## src/rtl/button_pkg.sv

```systemverilog
// Shared state encodings and timing defaults for push-button input stages.
package button_pkg;

  typedef enum logic [1:0] {
    ST_IDLE   = 2'd0,
    ST_DOWN   = 2'd1,
    ST_REPEAT = 2'd2
  } state_t;

  // 1 s hold and 250 ms repeat interval at 100 MHz.
  localparam int DEFAULT_HOLD_CYCLES   = 100_000_000;
  localparam int DEFAULT_REPEAT_CYCLES = 25_000_000;

  // One counter serves both the hold and the repeat interval.
  function automatic int counter_width(input int hold_cycles, input int repeat_cycles);
    int m;
    m = (hold_cycles > repeat_cycles) ? hold_cycles : repeat_cycles;
    return $clog2(m + 1);
  endfunction

endpackage

```

## src/rtl/button_event.sv

```systemverilog
// Turns a clean button level into press/release/short/long/repeat event pulses.
// Every output is registered; the FSM decides the next pulses combinationally.
module button_event
  import button_pkg::*;
#(
  parameter int HOLD_CYCLES   = DEFAULT_HOLD_CYCLES,
  parameter int REPEAT_CYCLES = DEFAULT_REPEAT_CYCLES
) (
  input  logic       clk,
  input  logic       rst,
  input  logic       level_in,
  output logic       press_pulse,
  output logic       release_pulse,
  output logic       short_pulse,
  output logic       long_pulse,
  output logic       repeat_pulse,
  output logic       held,
  output logic [7:0] press_count
);

  localparam int CW = counter_width(HOLD_CYCLES, REPEAT_CYCLES);
  localparam logic [CW-1:0] HOLD_TC   = CW'(HOLD_CYCLES - 1);
  localparam logic [CW-1:0] REPEAT_TC = (REPEAT_CYCLES == 0) ? '0 : CW'(REPEAT_CYCLES - 1);

  state_t        state_reg, state_next;
  logic [CW-1:0] count_reg, count_next;
  logic          press_next, release_next, short_next, long_next, repeat_next;

  always_comb begin
    state_next   = state_reg;
    count_next   = count_reg;
    press_next   = 1'b0;
    release_next = 1'b0;
    short_next   = 1'b0;
    long_next    = 1'b0;
    repeat_next  = 1'b0;
    case (state_reg)
      ST_IDLE: begin
        if (level_in) begin
          state_next = ST_DOWN;
          count_next = '0;
          press_next = 1'b1;
        end
      end
      ST_DOWN: begin
        // A release on the terminal-count edge still counts as short.
        if (!level_in) begin
          state_next   = ST_IDLE;
          release_next = 1'b1;
          short_next   = 1'b1;
        end else if (count_reg == HOLD_TC) begin
          state_next = ST_REPEAT;
          count_next = '0;
          long_next  = 1'b1;
        end else begin
          count_next = count_reg + 1'b1;
        end
      end
      ST_REPEAT: begin
        if (!level_in) begin
          state_next   = ST_IDLE;
          release_next = 1'b1;
        end else if (REPEAT_CYCLES != 0) begin
          if (count_reg == REPEAT_TC) begin
            count_next  = '0;
            repeat_next = 1'b1;
          end else begin
            count_next = count_reg + 1'b1;
          end
        end
      end
      default: begin
        state_next = ST_IDLE;
        count_next = '0;
      end
    endcase
  end

  always_ff @(posedge clk) begin
    if (rst) begin
      state_reg <= ST_IDLE;
      count_reg <= '0;
    end else begin
      state_reg <= state_next;
      count_reg <= count_next;
    end
  end

  // held tracks the registered state so it changes on the same edge.
  always_ff @(posedge clk) begin
    if (rst) begin
      press_pulse   <= 1'b0;
      release_pulse <= 1'b0;
      short_pulse   <= 1'b0;
      long_pulse    <= 1'b0;
      repeat_pulse  <= 1'b0;
      held          <= 1'b0;
      press_count   <= 8'd0;
    end else begin
      press_pulse   <= press_next;
      release_pulse <= release_next;
      short_pulse   <= short_next;
      long_pulse    <= long_next;
      repeat_pulse  <= repeat_next;
      held          <= (state_next != ST_IDLE);
      if (press_next) begin
        press_count <= press_count + 8'd1;
      end
    end
  end

endmodule

```

## config.mk

```make
export PLATFORM = sky130hd
export DESIGN_NAME = button_event
export DESIGN_NICKNAME = d
export VERILOG_FILES = /design/src/rtl/button_pkg.sv /design/src/rtl/button_event.sv
export SDC_FILE = /design/constraint.sdc
export NUM_CORES = 1
export LEC_CHECK = 0
export ABC_AREA = 1
export CORE_ASPECT_RATIO = 2
export CORE_MARGIN = 1
export CORE_UTILIZATION = 30
export CTS_CLUSTER_SIZE = 8
export DETAILED_ROUTE_END_ITERATION = 10
export HOLD_SLACK_MARGIN = 0.03
export PLACE_DENSITY = 0.53
export SETUP_SLACK_MARGIN = 0.4
export SLEW_MARGIN = 10
export SYNTH_ARGS = -nofsm -noshare
export SYNTH_HDL_FRONTEND = slang
export SYNTH_SLANG_ARGS = --single-unit
```

## constraint.sdc

```tcl
create_clock -name clk -period 4.4 [get_ports clk]
set_input_delay 0.66 -clock clk [delete_from_list [all_inputs] [get_ports clk]]
set_output_delay 0.66 -clock clk [all_outputs]
set_load 0.005 [all_outputs]
```

==> results_dict.tcl <==
set metrics [dict create \
    drive_above_1_share_pct 13.9 \
    n_fill_cell 903 \
    yosysMostFrequentCell "nand2_1" \
    multiInputGateArea_mm2 0.00141 \
    seq_area_frac_synth_pct 33.5 \
    drv_cap 0 \
    cts_buffers 5 \
    ff2ff_path_depth 9 \
    synth_top_family_by_area "simple AND/OR/NAND/NOR gates" \
    final_max_slew_viol_count 0 \
    max_stage_delay_ns 0.64 \
    ir_drop_uv 249 \
    cts_tree "yes" \
    cts_root_buffer "clkbuf_16" \
    wirelength_um 6690 \
    cp_data_arrival_time_ns 2.48 \
    cts-resized-gates 0 \
    gp_congestion 0.927 \
    ant_nets 0 \
    met3_length_um 164 \
    hp-class "register to register" \
    wl_per_cell_um 13.9 \
    power.leakage_nw 1.12 \
    fp.dieArea_mm2 0.00895 \
    dr_wl_met2_um 3730 \
    yosysWarnings 0 \
    synth_fa_ha_area_share_pct 2.92 \
    grt-ovfl-total 0 \
    diodes 0 \
    areaGrowthSynthToFinish_pct 14.2 \
    synth_cell_types 33 \
    post_cts.repair.setup_buffers 0 \
    drc 0 \
    clkLatencyLatePin_ns 0.29 \
    hpwl_um 5080 \
    worst_path_max_delay_cell "clkdlybuf4s50_1" \
    end_kind "register" \
    drt_iter0_drc 111 \
    syn_nets 374 \
    yosys.area_share.simple_pct 34.3 \
    m1WireLength_um 2410 \
    total_power_w 0.000863 \
    grtUsageTotal_pct 16.3 \
    synth_top_area_share_pct 33.5 \
    drt-vias-per-instance 4.85 \
    cp_max_fo 19 \
    core_area_mm2 0.00829 \
    netlist_area_mm2 0.00257 \
    top_layer_used "met4" \
    cp_num_cells 9 \
    power.density_mw_per_mm2 294 \
    hold_viol 0 \
    seq_area_um2 861 \
    worstHoldPathCells 2 \
    final_util_pct 35.4 \
    clock_sinks 43 \
    ys.flop_type "dfxtp_1" \
    num-nets-final 390 \
    period_share_pct 51.2 \
    num_vias 2330 \
    status "finished, final reports clean" \
    io_pins 17 \
    synth-compound-area-share_pct 14.0 \
    clkSlewWorstSetupHoldPaths_ns 0.06 \
    drtPass1Iterations 4 \
    min_from "press_count[6]$_SDFFE_PP0P_" \
    grt_pass1_vias 2358 \
    dp.cells 472 \
    rsz0062_at_grt "false" \
    start_kind "input pin" \
    instances_no_fill 480 \
    num_rows 47 \
    synth_common_cells "nand2_1 (77), inv_1 (55), nor2_1 (44), dfxtp_1 (43), nand3_1 (26)" \
    grt_pass1_wl_um 10800 \
    path_delay_family "buffers and inverters" \
    fmax_mhz 444 \
    synth-async-reset-ratio_pct 0 \
    start_util_pct 31.0 \
    synthXorXnorAreaFrac_pct 3.75 \
    synthMuxAreaShare_pct 0 \
    io_buffers 16 \
    htree_levels 2 \
    timing.critical_path.cells "clkdlybuf4s50_1 > inv_2 > o21ai_1 > nand2_2 > inv_2 > nand3_1 > o21bai_1 > nand2_1 > a21oi_2" \
    largest_reg_flops 27 \
    crit-reg2reg-launch "state_reg[0]$_SDFF_PP0_" \
    crit_required_ns 4.63 \
    synth.avg_cell_area_um2 7.03 \
    die_x_um 67.4 \
    hold_buffers 0 \
    worstMarginPinSlew_ns 0.442 \
    maxSlewHeadroom_pct 70.6 \
    fin_setup_tns_ns 0 \
    synth_seq_cells 43 \
    holdWs_ns 0.492 \
    setup_viol 0 \
    syn_inst 365 \
    synth_top_area_cell "dfxtp_1" \
    path_buf_inv 3 \
    min_period_ns 2.25 \
    synth_edf_count 0 \
    dieHeight_um 133 \
    fin_skew_ns 0.00704 \
    cts.path.max_buffers 2 \
    path_class "input pin to register" \
    antenna_found_initial 0 \
    synth_area_leaders "dfxtp_1 (34%), nand2_1 (11%), inv_1 (8.0%), a21oi_2 (7.2%), nor2_1 (6.4%)" \
    crit_top_cell "inv_2" \
    grt_start_max_net_pins 27 \
    setup.worst_path.start "level_in" \
]
==> report_power, final <==
part | total, W | leakage, nW | switching (W) | internal, W
Clock | 0.000397 | 0.0772 | 0.000155 | 0.000242
Sequential | 0.000401 | 0.348 | 0.00000529 | 0.000395
Combinational | 0.0000649 | 0.696 | 0.0000435 | 0.0000214
Total | 0.000863 | 1.12 | 0.000204 | 0.000659
==> tightest hold or removal path, stage by stage (launching register included) <==
cell and delay [ns]:
dfxtp_1 0.32, inv_1 0.07, a21oi_1 0.06
==> worst paths after layout <==
path / endpoint / slack [ns]
setup reg to reg: count_reg[22]$_SDFFE_PP0P_ / 2.38
hold reg to reg: press_count[6]$_SDFFE_PP0P_ / 0.49
hold / removal: press_count[6]$_SDFFE_PP0P_ / 0.49
setup / recovery: count_reg[22]$_SDFFE_PP0P_ / 2.15
==> cell families (layout without fill, tap and decap cells) <==
group	count (synthesis)	count (layout)
AOI/OAI and AO/OA	52	52
adders and majority gates	6	6
buffers and inverters	65	82
DFF	43	43
xor gates and xnor gates	11	11
and+or+nand+nor	188	188
==> cell usage in the layout, fill, tap and decap left out, types with 3 or more instances in the layout <==
| master | count |
|---|---|
| a21oi_2 | 21 |
| clkdlybuf4s50_1 | 16 |
| a21boi_0 | 3 |
| dfxtp_1 | 43 |
| nand2_2 | 8 |
| a21oi_1 | 7 |
| nand3_1 | 26 |
| xor2_1 | 10 |
| o21ai_0 | 15 |
| inv_1 | 55 |
| nand4_1 | 11 |
| nor2_1 | 44 |
| ha_1 | 6 |
| nand2_1 | 77 |
| nor2_2 | 5 |
| nor3_1 | 7 |
| clkbuf_16 | 5 |
| nor2_4 | 3 |
==> layout make-up <==
type	count	share of cell area, %
clock buffers	8	5.33
well taps	98	4.18
multi-input cells	257	48.1
inverters	57	7.30
flip-flops and latches	43	29.4
repair buffers	17	5.72
==> stage by stage <==
| stage | cell area [um^2] | setup WS [ns] |
|---|---|---|
| 6_report | 2930 | 2.15 |
| 4_1_cts | 2930 | 2.12 |
| 3_3_place_gp | 2780 | 1.88 |
| 2_1_floorplan | 2570 | 2.72 |
| 5_1_grt | 2930 | 1.99 |
| 3_5_place_dp | 2780 | 1.82 |
==> routing by layer <==
layer,vias to the layer above,global-route usage [%]
met5,-,0
met4,0,11.5
met3,27,2.16
met2,52,30.7
met1,1067,14.9
li1,1184,-
(Power assumes the default switching activity.)
